**src/rtl/core_pkg.sv**
```systemverilog
// Shared definitions for the 8-bit core: sequencer states, width defaults,
// reset vector, next-PC select codes and the decoder's control opcodes.
package core_pkg;

    localparam int PC_WIDTH_DEF    = 10;
    localparam int INSTR_WIDTH_DEF = 8;
    localparam int RESET_PC_DEF    = 0;

    typedef enum logic [2:0] {
        ST_IDLE   = 3'd0,
        ST_FETCH  = 3'd1,
        ST_DECODE = 3'd2,
        ST_EXEC   = 3'd3,
        ST_HALTED = 3'd4
    } state_e;

    typedef enum logic [1:0] {
        PC_HOLD = 2'd0,
        PC_INC  = 2'd1,
        PC_FWD  = 2'd2,
        PC_BWD  = 2'd3
    } pc_sel_e;

    localparam logic [7:0] OP_HALT    = 8'hFF;
    localparam logic [7:0] OP_BRANCHF = 8'h40;
    localparam logic [7:0] OP_BRANCHB = 8'h50;
    localparam logic [7:0] OP_LOAD    = 8'h80;
    localparam logic [7:0] OP_STORE   = 8'h90;

    // Retired-instruction counter sticks at all-ones instead of wrapping.
    function automatic logic [15:0] sat_inc16(input logic [15:0] v);
        return (v == 16'hFFFF) ? v : v + 16'd1;
    endfunction

endpackage

```
**src/rtl/fetch_sequencer_pc_next.sv**
```systemverilog
// Combinational next-PC select: hold, +1, +offset or -offset, all modulo
// 2^PC_WIDTH with the 8-bit branch offset zero-extended.
module pc_next_unit
    import core_pkg::*;
#(
    parameter int PC_WIDTH = PC_WIDTH_DEF
) (
    input  logic [PC_WIDTH-1:0] pc_i,
    input  logic [7:0]          offset_i,
    input  pc_sel_e             sel_i,
    output logic [PC_WIDTH-1:0] pc_next_o
);

    logic [PC_WIDTH-1:0] offset_ext_s;

    assign offset_ext_s = {{(PC_WIDTH-8){1'b0}}, offset_i};

    // Wrap-around comes for free from the fixed-width adders.
    always_comb begin
        pc_next_o = pc_i;
        case (sel_i)
            PC_HOLD: pc_next_o = pc_i;
            PC_INC:  pc_next_o = pc_i + {{(PC_WIDTH-1){1'b0}}, 1'b1};
            PC_FWD:  pc_next_o = pc_i + offset_ext_s;
            PC_BWD:  pc_next_o = pc_i - offset_ext_s;
            default: pc_next_o = pc_i;
        endcase
    end

endmodule

```
**src/rtl/fetch_sequencer.sv**
```systemverilog
// Instruction sequencer: owns the PC, fetches over a req/ack port, hands each
// instruction to the decoder and steps the PC from the decoded control flow.
module fetch_sequencer
    import core_pkg::*;
#(
    parameter int                   PC_WIDTH    = PC_WIDTH_DEF,
    parameter int                   INSTR_WIDTH = INSTR_WIDTH_DEF,
    parameter logic [PC_WIDTH-1:0]  RESET_PC    = PC_WIDTH'(RESET_PC_DEF)
) (
    input  logic                   clock_i,
    input  logic                   reset_n_i,
    input  logic                   start_i,
    output logic                   imem_req_o,
    output logic [PC_WIDTH-1:0]    imem_addr_o,
    input  logic                   imem_ack_i,
    input  logic [INSTR_WIDTH-1:0] imem_data_i,
    output logic [INSTR_WIDTH-1:0] instr_o,
    output logic                   instr_valid_o,
    input  logic                   branchf_i,
    input  logic                   branchb_i,
    input  logic                   halt_i,
    input  logic [7:0]             offset_i,
    input  logic                   dmem_busy_i,
    output logic [PC_WIDTH-1:0]    pc_o,
    output logic                   halted_o,
    output logic [15:0]            retired_o,
    output logic                   branch_err_o
);

    state_e                 state_q,   state_d;
    logic [PC_WIDTH-1:0]    pc_q,      pc_d;
    logic                   req_q,     req_d;
    logic [INSTR_WIDTH-1:0] instr_q,   instr_d;
    logic                   valid_q,   valid_d;
    logic                   halted_q,  halted_d;
    logic [15:0]            retired_q, retired_d;
    logic                   err_q,     err_d;

    pc_sel_e                pc_sel_s;
    logic [PC_WIDTH-1:0]    pc_next_s;

    // Branch direction chosen in EXEC; forward wins if the decoder flags both.
    always_comb begin
        pc_sel_s = PC_HOLD;
        if (state_q == ST_EXEC && !dmem_busy_i && !halt_i) begin
            if (branchf_i) begin
                pc_sel_s = PC_FWD;
            end else if (branchb_i) begin
                pc_sel_s = PC_BWD;
            end else begin
                pc_sel_s = PC_INC;
            end
        end else begin
            pc_sel_s = PC_HOLD;
        end
    end

    pc_next_unit #(
        .PC_WIDTH (PC_WIDTH)
    ) u_pc_next (
        .pc_i      (pc_q),
        .offset_i  (offset_i),
        .sel_i     (pc_sel_s),
        .pc_next_o (pc_next_s)
    );

    // Next-state and next-output logic for the sequencing FSM.
    always_comb begin
        state_d   = state_q;
        pc_d      = pc_q;
        req_d     = req_q;
        instr_d   = instr_q;
        valid_d   = 1'b0;
        halted_d  = halted_q;
        retired_d = retired_q;
        err_d     = err_q;
        case (state_q)
            ST_IDLE: begin
                if (start_i) begin
                    state_d   = ST_FETCH;
                    pc_d      = RESET_PC;
                    req_d     = 1'b1;
                    retired_d = 16'd0;
                    err_d     = 1'b0;
                end else begin
                    req_d     = 1'b0;
                end
            end
            ST_FETCH: begin
                if (imem_ack_i) begin
                    state_d = ST_DECODE;
                    instr_d = imem_data_i;
                    valid_d = 1'b1;
                    req_d   = 1'b0;
                end else begin
                    req_d   = 1'b1;
                end
            end
            ST_DECODE: begin
                state_d = ST_EXEC;
                req_d   = 1'b0;
            end
            ST_EXEC: begin
                if (branchf_i && branchb_i) begin
                    err_d = 1'b1;
                end else begin
                    err_d = err_q;
                end
                if (dmem_busy_i) begin
                    state_d = ST_EXEC;
                end else if (halt_i) begin
                    state_d   = ST_HALTED;
                    halted_d  = 1'b1;
                    retired_d = sat_inc16(retired_q);
                end else begin
                    state_d   = ST_FETCH;
                    pc_d      = pc_next_s;
                    req_d     = 1'b1;
                    retired_d = sat_inc16(retired_q);
                end
            end
            ST_HALTED: begin
                // Restart from HALTED behaves exactly like the first start.
                if (start_i) begin
                    state_d   = ST_FETCH;
                    pc_d      = RESET_PC;
                    req_d     = 1'b1;
                    halted_d  = 1'b0;
                    retired_d = 16'd0;
                    err_d     = 1'b0;
                end else begin
                    req_d     = 1'b0;
                    halted_d  = 1'b1;
                end
            end
            default: begin
                state_d  = ST_IDLE;
                req_d    = 1'b0;
                halted_d = 1'b0;
            end
        endcase
    end

    // State and registered outputs; reset abandons any outstanding fetch.
    always_ff @(posedge clock_i) begin
        if (!reset_n_i) begin
            state_q   <= ST_IDLE;
            pc_q      <= RESET_PC;
            req_q     <= 1'b0;
            instr_q   <= '0;
            valid_q   <= 1'b0;
            halted_q  <= 1'b0;
            retired_q <= 16'd0;
            err_q     <= 1'b0;
        end else begin
            state_q   <= state_d;
            pc_q      <= pc_d;
            req_q     <= req_d;
            instr_q   <= instr_d;
            valid_q   <= valid_d;
            halted_q  <= halted_d;
            retired_q <= retired_d;
            err_q     <= err_d;
        end
    end

    assign imem_req_o    = req_q;
    assign imem_addr_o   = pc_q;
    assign pc_o          = pc_q;
    assign instr_o       = instr_q;
    assign instr_valid_o = valid_q;
    assign halted_o      = halted_q;
    assign retired_o     = retired_q;
    assign branch_err_o  = err_q;

endmodule

```
**config.mk**
```make
export PLATFORM = sky130hd
export DESIGN_NAME = fetch_sequencer
export DESIGN_NICKNAME = d
export VERILOG_FILES = /design/src/rtl/core_pkg.sv /design/src/rtl/fetch_sequencer_pc_next.sv /design/src/rtl/fetch_sequencer.sv
export SDC_FILE = /design/constraint.sdc
export NUM_CORES = 1
export LEC_CHECK = 0
export ABC_CLOCK_PERIOD_IN_PS = 8700
export CAP_MARGIN = 20
export CORE_ASPECT_RATIO = 0.5
export CORE_UTILIZATION = 51
export CTS_BUF_LIST = sky130_fd_sc_hd__clkbuf_16
export DETAILED_ROUTE_END_ITERATION = 6
export PLACE_DENSITY_LB_ADDON = 0.25
export REMOVE_ABC_BUFFERS = 1
export SETUP_SLACK_MARGIN = 0.2
export SYNTH_ARGS = -nofsm -noshare
export SYNTH_HDL_FRONTEND = slang
export SYNTH_SLANG_ARGS = --single-unit
export TNS_END_PERCENT = 20
```
**constraint.sdc**
```tcl
create_clock -name clock_i -period 8.7 [get_ports clock_i]
set_clock_uncertainty 0.05 [all_clocks]
set_input_delay 1.74 -clock clock_i [delete_from_list [all_inputs] [get_ports clock_i]]
set_output_delay 1.74 -clock clock_i [all_outputs]
set_load 0.005 [all_outputs]
```
==> results of run 1 <==
## final timing paths
kind,startpoint,to,depth (start not counted)
min,halted_o,halted_o,2
min reg2reg,halted_o,halted_o,2
max reg2reg,state_q[0],imem_addr_o[9],10
max,offset_i[0],imem_addr_o[9],14
## area by class of cell
type | count | area [sq um] | share of cell area
clock buffer | 5 | 125 | 0.0385
clock inverter | 3 | 37.5 | 0.0116
inverter | 10 | 37.5 | 0.0116
multi-input combinational | 216 | 1440 | 0.443
sequential | 41 | 821 | 0.253
tap | 57 | 71.3 | 0.0220
timing repair buffer | 72 | 718 | 0.221
## worst max-delay path: cells and delay by family
family | cells | cell delay, ps
AO/OA/AOI/OAI | 5 | 1210
XOR/XNOR | 2 | 320
adder cells (fa/ha/maj) | 2 | 550
buffers and inverters | 2 | 550
AND/OR/NAND/NOR | 3 | 590
## stage by stage
step	setup slack [ps]	util	area [sq um]	cells	power (mW)
5_1_grt	3620	0.727	3250	404	0.467
3_5_place_dp	3630	0.691	3090	396	0.247
2_1_floorplan	4460	-	2300	267	0.220
4_1_cts	3910	0.727	3250	404	0.453
3_3_place_gp	3820	0.691	3090	396	0.246
6_report	3900	0.727	3250	404	0.450
## synth_stat cells, types with 6 or more instances
master    count  share of area
nand2_1      16          0.025
nand3_1      12          0.025
o21ai_0      10          0.021
buf_4        10          0.031
xor2_1       16          0.058
clkbuf_1      9          0.014
mux2i_1      10          0.041
ha_1         11          0.057
xnor2_1       9          0.033
a21oi_1      16          0.033
nand2b_1      6          0.016
dfxtp_1      41           0.34
inv_1        10          0.016
nor2b_1      13          0.034
nor2_1       35          0.054
## report_power, final
group	internal, mW	switching [mW]	total [mW]
combinational	0.0252	0.0226	0.0478
sequential	0.192	0.00345	0.195
clock	0.133	0.0741	0.207
## placed cells by master, fill, tap and decap left out, types with 6 or more instances in the layout
cell | Yosys | final
a21oi_1 | 16 | 16
clkdlybuf4s50_1 | 0 | 71
dfxtp_1 | 41 | 41
ha_1 | 11 | 11
inv_1 | 10 | 11
mux2i_1 | 10 | 10
nand2_1 | 16 | 16
nand2b_1 | 6 | 6
nand3_1 | 12 | 12
nor2_1 | 35 | 35
nor2b_1 | 13 | 13
o21ai_0 | 10 | 10
xnor2_1 | 9 | 9
xor2_1 | 16 | 16
## metal layers
layer	global-route usage	vias to the layer above
met5	0	-
met1	0.293	1033
li1	-	1118
met3	0.0501	9
met4	0.0809	0
met2	0.427	70
## logic make-up (layout without fill, tap and decap cells)
| group | count (synthesis) | count (layout) | share of synthesized area |
|---|---|---|---|
| muxes | 10 | 10 | 0.0414 |
| AOI/OAI and AO/OA | 57 | 57 | 0.156 |
| buffers and inverters | 31 | 90 | 0.0667 |
| xor gates and xnor gates | 25 | 25 | 0.0905 |
| adders and majority gates | 12 | 12 | 0.0651 |
| DFF | 41 | 41 | 0.339 |
| and+or+nand+nor | 112 | 112 | 0.241 |
## state kept, by name, summed over array words and instances (netlist names)
| name | flops |
|---|---|
| instr_valid_o | 1 |
| imem_addr_o | 10 |
| retired_o | 16 |
| imem_req_o | 1 |
| state_q | 3 |
| halted_o | 1 |
| branch_err_o | 1 |
| instr_o | 8 |
==> impl_metrics.json, run 1 <==
{
  "synth_cell_type_count": 51,
  "peakVddDrop_v": 0.000126,
  "avgViaCountPerCell": 5.52,
  "fill_cells": 356,
  "avgRoutedWirePerCell_um": 14.2,
  "crit_chain": "clkdlybuf4s50_1 -> inv_1 -> ha_1 -> nor3b_1 -> nand2_1 -> xnor2_1 -> a21oi_1 -> nor2_1 -> ha_1 -> a2111o_1 -> o21ai_0 -> o21ai_0 -> xnor2_1 -> o211ai_1",
  "num_vias": 2230,
  "rsz0062_at_grt": "false",
  "setup_tns_ps": 0,
  "tightestPinTransition_ps": 876,
  "grt_pass1_wl_mm": 9.53,
  "first_pass_iters": 5,
  "post_cts_buffers": 0,
  "powerDensity_mw_per_mm2": 139,
  "htreeDepth": 2,
  "rrSetupSlack_ps": 5510,
  "insertion_delay_ps": 280,
  "max_freq_ghz": 0.208,
  "antenna_found_initial": 0,
  "cp_max_fo": 5,
  "cts.repair.resized": 0,
  "slowest_delay_ps": 440,
  "start_util": 0.542,
  "hold_path_class": "register to register",
  "antennaDiodeCount": 0,
  "die_area_sq_mm": 0.00504,
  "boundaryPins": 72,
  "io_buffers": 71,
  "synth_seq_cells": 41,
  "hpwlAfterDp_mm": 4.11,
  "cp-start-kind": "primary input",
  "drc": 0,
  "grt_overflow": 0,
  "yosys_warnings": 0,
  "gp_congestion": 0.871,
  "cts_hold_buf": 0,
  "wl_met1_mm": 2.57,
  "drt_wl_total_mm": 5.73,
  "die_x_um": 99.4,
  "syn_area_sq_mm": 0.00242,
  "synth_seq_area_share": 0.339,
  "highest_layer": "met4",
  "grt_pass1_vias": 2068,
  "track_usage": 0.240,
  "num-nets-final": 382,
  "cts_root_buffer": "clkbuf_16",
  "drtIter0Drc": 154,
  "clkTransAtPathRegs_ps": 60,
  "drive_above_1_share": 0.0259,
  "cts.sinks": 41,
  "die_h_um": 50.7,
  "drv_slew": 0,
  "netlist_instances": 288,
  "p_leak_nw": 1.23,
  "cts_inserted_buffers": 5,
  "cts_tree": "done",
  "worst_path_max_delay_cell": "clkdlybuf4s50_1",
  "rows": 17,
  "end_kind": "register",
  "met3_length_um": 349,
  "relSlewSlack": 0.414,
  "hold_ws_ps": 462,
  "syn_to_final_growth_pct": 34.2,
  "setup_violations": 0,
  "ctsLongestPathBuffers": 2,
  "min_period_ps": 4800,
  "met2_length_mm": 2.75,
  "fin_crit_sh": 0.552,
  "status": "finished clean",
  "ant_nets": 0,
  "critPathRequiredTime_ps": 8850,
  "syn_area_per_cell_sq_um": 8.40,
  "drv_cap": 0,
  "hold_viol_final": 0,
  "synth_edf_count": 0,
  "ys.flop_type": "dfxtp_1",
  "core_sq_mm": 0.00447,
  "crit_type": "primary input to register",
  "arrival_ps": 4950,
  "synth-async-reset-ratio": 0,
  "grt_max_degree": 29
}
(Power assumes the default switching activity.)
==> run 2: changes to the inputs <==
--- a/config.mk
+++ b/config.mk
@@ -5,10 +5,10 @@
 export SDC_FILE = /design/constraint.sdc
 export NUM_CORES = 1
 export LEC_CHECK = 0
-export ABC_CLOCK_PERIOD_IN_PS = 8700
+export ABC_CLOCK_PERIOD_IN_PS = 4200
 export CAP_MARGIN = 20
 export CORE_ASPECT_RATIO = 0.5
-export CORE_UTILIZATION = 51
+export CORE_UTILIZATION = 43
 export CTS_BUF_LIST = sky130_fd_sc_hd__clkbuf_16
 export DETAILED_ROUTE_END_ITERATION = 6
 export PLACE_DENSITY_LB_ADDON = 0.25
==> constraint.sdc (replaced) <==
create_clock -name clock_i -period 4.2 [get_ports clock_i]
set_clock_uncertainty 0.05 [all_clocks]
set_input_delay 0.84 -clock clock_i [delete_from_list [all_inputs] [get_ports clock_i]]
set_output_delay 0.84 -clock clock_i [all_outputs]
set_load 0.005 [all_outputs]
==> run 2 against run 1 <==
First-iteration DRC count up 1.3%. Global-route usage decreased by 4.0 points. Combinational power is 110% higher. Utilization down 8.4 points.
==> impl_metrics.json, run 2 (synthesis gave the netlist of run 1 again) <==
{
  "avgRoutedWirePerCell_um": 13.9,
  "relSlewSlack": 0.395,
  "num_vias": 2199,
  "insertion_delay_ps": 280,
  "num-nets-final": 385,
  "worst_path_max_delay_cell": "or4_1",
  "ctsLongestPathBuffers": 2,
  "boundaryPins": 72,
  "status": "finished clean",
  "htreeDepth": 2,
  "drv_slew": 0,
  "start_util": 0.469,
  "cts.sinks": 41,
  "antenna_found_initial": 0,
  "r2r-start": "state_q[0]",
  "arrival_ps": 3750,
  "avgViaCountPerCell": 5.24,
  "grt_max_degree": 29,
  "gp_congestion": 0.872,
  "tightestPinTransition_ps": 905,
  "peakVddDrop_v": 0.000190,
  "die_area_sq_mm": 0.00595,
  "setup_violations": 0,
  "grtUsageMet3": 0.0644,
  "startpoint": "offset_i[2]",
  "p_total_mw": 0.996,
  "antennaDiodeCount": 0,
  "drtIter0Drc": 156,
  "slowest_delay_ps": 620,
  "cts_hold_buf": 0,
  "hp-start": "halted_o",
  "cp-start-kind": "primary input",
  "clkTransAtPathRegs_ps": 60,
  "first_pass_iters": 4,
  "p_leak_nw": 1.26,
  "use_met2": 0.351,
  "layout_commonest_cell": "clkdlybuf4s50_1",
  "drc": 0,
  "track_usage": 0.200,
  "min_period_ps": 3640,
  "max_freq_ghz": 0.275,
  "grt_pass1_vias": 1981,
  "ant_nets": 0,
  "core_sq_mm": 0.00516,
  "cts_root_buffer": "clkbuf_16",
  "io_buffers": 71,
  "end_kind": "register",
  "fill_cells": 439,
  "drt_wl_total_mm": 5.82,
  "syn_to_final_growth_pct": 37.2,
  "grt_overflow": 0,
  "fin_crit_sh": 0.867,
  "post_layout_nonfiller_instances": 420,
  "die_x_um": 108,
  "cts_tree": "done",
  "hold_viol_final": 0,
  "crit_path_frequent_cell": "nor2_1",
  "placed_cells": 412,
  "crit_type": "primary input to register",
  "drive_above_1_share": 0.0429,
  "hpwlAfterDp_mm": 4.22,
  "final_cell_mix": "clkdlybuf4s50_1 (71), dfxtp_1 (41), nor2_1 (35)",
  "cts_inserted_buffers": 5,
  "hold_path_class": "register to register",
  "die_h_um": 55.0,
  "setup_tns_ps": 0,
  "largest_reg_flops": 16,
  "critPathRequiredTime_ps": 4310,
  "powerDensity_mw_per_mm2": 300,
  "crit_chain": "clkdlybuf4s50_1 -> or4_1 -> nor2_1 -> xor2_1 -> a21oi_1 -> nor2_1 -> ha_1 -> a2111o_1 -> o21ai_1 -> o21ai_0 -> xnor2_1 -> o211ai_1",
  "drv_cap": 0,
  "rsz0062_at_grt": "false",
  "cp_max_fo": 5,
  "met1_usage": 0.248,
  "grt.busiest_layer": "met2",
  "grt_pass1_wl_mm": 9.08,
  "rows": 18
}
## run 2: worst max-delay path, delay by kind of cell
kind / cells / cell delay (ps)
compound gates: 5 / 1080
buf+inv: 1 / 510
simple gates: 3 / 810
fa+ha+maj: 1 / 230
xor+xnor: 2 / 290
## run 2: area by class of cell
type	count	area, sq um	share of cell area
clock buffer	5	125	0.0377
timing repair buffer	75	741	0.223
multi-input combinational	216	1440	0.435
clock inverter	3	65.1	0.0196
inverter	10	37.5	0.0113
tap	70	87.6	0.0264
sequential	41	821	0.247
## run 2: timing repair
item                       in CTS  in global routing
setup buffers                   0                  0
setup endpoints to repair       0                  1
resized for setup               0                  2
## run 2: path summary, 6_finish.rpt
| check | endpoint | slack, ps | cells after the start |
|---|---|---|---|
| setup / recovery | imem_addr_o[9] | 560 | 12 |
| hold / removal | halted_o | 430 | 2 |
| hold reg to reg | halted_o | 430 | 2 |
| setup reg to reg | imem_addr_o[9] | 1160 | 10 |
## run 2: power by group
group          internal [mW]  switching [mW]  total [mW]
logic                 0.0531          0.0487       0.102
clock network          0.339           0.150       0.489
registers              0.397         0.00758       0.405
## run 2: layer usage
layer / up-vias / share of wire
met1: 1027 / 0.48
met5: - / 0
met3: 4 / 0.057
li1: 1113 / -
met2: 55 / 0.46
met4: 0 / 0.0028
## run 2: through the flow
step                       util  hold slack (ps)  area (sq um)  worst slack [ps]
after floorplan               -              411          2300               865
after global placement    0.606              415          3120               226
after detailed placement  0.606              434          3120              59.3
after CTS                 0.643              442          3310               348
after global routing      0.644              492          3320               292
final                     0.644              434          3320               558
==> run 3: changes to the inputs <==
--- a/config.mk
+++ b/config.mk
@@ -5,10 +5,10 @@
 export SDC_FILE = /design/constraint.sdc
 export NUM_CORES = 1
 export LEC_CHECK = 0
-export ABC_CLOCK_PERIOD_IN_PS = 4200
+export ABC_CLOCK_PERIOD_IN_PS = 3600
 export CAP_MARGIN = 20
 export CORE_ASPECT_RATIO = 0.5
-export CORE_UTILIZATION = 43
+export CORE_UTILIZATION = 47
 export CTS_BUF_LIST = sky130_fd_sc_hd__clkbuf_16
 export DETAILED_ROUTE_END_ITERATION = 6
 export PLACE_DENSITY_LB_ADDON = 0.25
==> constraint.sdc (replaced) <==
create_clock -name clock_i -period 3.6 [get_ports clock_i]
set_clock_uncertainty 0.05 [all_clocks]
set_input_delay 0.72 -clock clock_i [delete_from_list [all_inputs] [get_ports clock_i]]
set_output_delay 0.72 -clock clock_i [all_outputs]
set_load 0.005 [all_outputs]
==> run 3 against run 2 <==
Sequential share of layout area decreased by 1.0 points. Routed wire length is 6.2% higher. Worst hold slack got worse by 4.5 ps. Sequential cell count unchanged. Sequential power is 17% higher. First-iteration DRC count decreased by 34%. Setup slack worse by 290 ps. Critical path depth fell by 1. Via count up 4.7%. Final cell count rose by 4.8%. Critical path type unchanged. Register-to-register slack got worse by 420 ps. Die area shrank 8.3%.
==> impl_metrics.json, run 3 (synthesis gave the netlist of run 1 again) <==
{
  "status": "finished clean",
  "rsz0062_at_grt": "true",
  "post_layout_nonfiller_instances": 440,
  "design_area_sq_mm": 0.00347,
  "antenna_found_initial": 0,
  "placed_cells": 432,
  "crit_path_frequent_cell": "o21a_1",
  "fin_crit_sh": 0.926,
  "setup_slack_ps": 266,
  "setup_violations": 0,
  "fill_cells": 394,
  "start_util": 0.491,
  "gp_congestion": 0.864,
  "avgRoutedWirePerCell_um": 14.0,
  "peakVddDrop_v": 0.000234,
  "avgViaCountPerCell": 5.23,
  "dpl-instance-area_sq_mm": 0.00327,
  "layout_commonest_cell": "clkdlybuf4s50_1",
  "use_met2": 0.426,
  "cts_tree": "done",
  "ctsLongestPathBuffers": 2,
  "crit_type": "primary input to register",
  "die_h_um": 52.7,
  "multi_input_area_sq_mm": 0.00146,
  "regArea_sq_um": 821,
  "final_cell_mix": "clkdlybuf4s50_1 (70), dfxtp_1 (41), nor2_1 (34), buf_4 (24)",
  "drtIter0Drc": 103,
  "critical-path-top-delay-family": "compound AO/OA/AOI/OAI gates",
  "cts_root_buffer": "clkbuf_16",
  "boundaryPins": 72,
  "cp_max_fo": 3,
  "rows": 18,
  "slowest_delay_ps": 570,
  "hpwlAfterDp_mm": 4.50,
  "num-nets-final": 405,
  "min_period_ps": 3330,
  "cts_inserted_buffers": 5,
  "cts.sinks": 41,
  "hold_path_class": "register to register",
  "met1_usage": 0.280,
  "core_sq_mm": 0.00493,
  "die_x_um": 103,
  "grt_max_degree": 22,
  "largest_reg_flops": 16,
  "io_buffers": 71,
  "ant_nets": 0,
  "num_vias": 2303,
  "hold_ws_ps": 430,
  "arrival_ps": 3460,
  "grt_pass1_vias": 2207,
  "p_leak_nw": 1.36,
  "syn_to_final_growth_pct": 43.2,
  "clkTransAtPathRegs_ps": 60,
  "drive_above_1_share": 0.105,
  "grt_pass1_wl_mm": 9.76,
  "grt.busiest_layer": "met2",
  "relSlewSlack": 0.410,
  "grt_overflow": 0,
  "tightestPinTransition_ps": 882,
  "insertion_delay_ps": 280,
  "cp-start-kind": "primary input",
  "drt_wl_total_mm": 6.18,
  "antennaDiodeCount": 0,
  "pre_cts_ws_ps": -183,
  "first_pass_iters": 4,
  "crit_chain": "clkdlybuf4s50_1 -> or4_4 -> a311oi_1 -> ha_1 -> o21a_1 -> o31a_1 -> buf_4 -> o21a_1 -> nor2_1 -> xnor2_1 -> a32o_1",
  "drv_slew": 0,
  "cp_num_buf_inv": 2,
  "die_area_sq_mm": 0.00546,
  "track_usage": 0.238,
  "drv_cap": 0,
  "drc": 0,
  "htreeDepth": 2,
  "powerDensity_mw_per_mm2": 319,
  "worst_path_max_delay_cell": "or4_4",
  "critPathRequiredTime_ps": 3720,
  "hold_viol_final": 0,
  "max_freq_ghz": 0.300,
  "end_kind": "register",
  "grtUsageMet3": 0.0640
}
[run 3: changes by cell type in the layout (fill, tap and decap cells not counted), sizes merged]
cell | previous run | this run
clkdlybuf4s50 | 71 | 70
inv | 10 | 11
dlymetal6s2s | 0 | 1
buf | 4 | 24
bufinv | 2 | 1
[run 3: path summary, 6_finish.rpt]
| path | slack (ps) | endpoint | depth (start not counted) | startpoint |
|---|---|---|---|---|
| max reg2reg | 740 | imem_addr_o[5] | 11 | state_q[0] |
| min reg2reg | 430 | halted_o | 2 | halted_o |
| min | 430 | halted_o | 2 | halted_o |
| max | 270 | imem_addr_o[5] | 11 | offset_i[2] |
[run 3: area by class of cell]
class / instances / area share
Multi-Input combinational cell: 216 / 0.421
Timing Repair Buffer: 95 / 0.258
Sequential cell: 41 / 0.237
Clock buffer: 5 / 0.0361
Tap cell: 70 / 0.0253
Clock inverter: 3 / 0.0123
Inverter: 10 / 0.0108
[run 3: timing repair]
| item | 4_1_cts | 5_1_grt |
|---|---|---|
| resized for setup | 2 | 8 |
| endpoints found under the setup margin | 1 | 5 |
| buffers inserted | 0 | 0 |
| hold buffers | 0 | 0 |
| pin swaps | 0 | 1 |
[run 3: through the flow]
step / setup TNS (ps) / power, mW / util
finish: 0 / 1.11 / 0.703
global route: 0 / 1.15 / 0.703
CTS: 0 / 1.11 / 0.698
detailed placement: -208 / 0.609 / 0.664
global placement: -33.0 / 0.605 / 0.664
floorplan: 0 / 0.533 / -
[run 3: worst register-to-register path, stage by stage, from the launching register on]
cell and delay [ps]:
dfxtp_1 480, nand4bb_1 150, or2_2 390, a311oi_1 340
ha_1 340, o21a_1 120, o31a_1 130, buf_4 150
o21a_1 160, nor2_1 110, xnor2_1 80, a32o_1 250
[run 3: power by group]
part	switching (mW)	internal, mW	leakage [nW]
Clock	0.179	0.326	0.0852
Sequential	0.00879	0.463	0.332
Combinational	0.0591	0.0696	0.938
[run 3: routing by layer]
layer  vias up  share of wire  routed length [um]
met2        55           0.48                2940
met5         -              0                   0
met4         0          0.013                  82
li1       1155              -                   -
met3         9          0.046                 285
met1      1084           0.46                2870
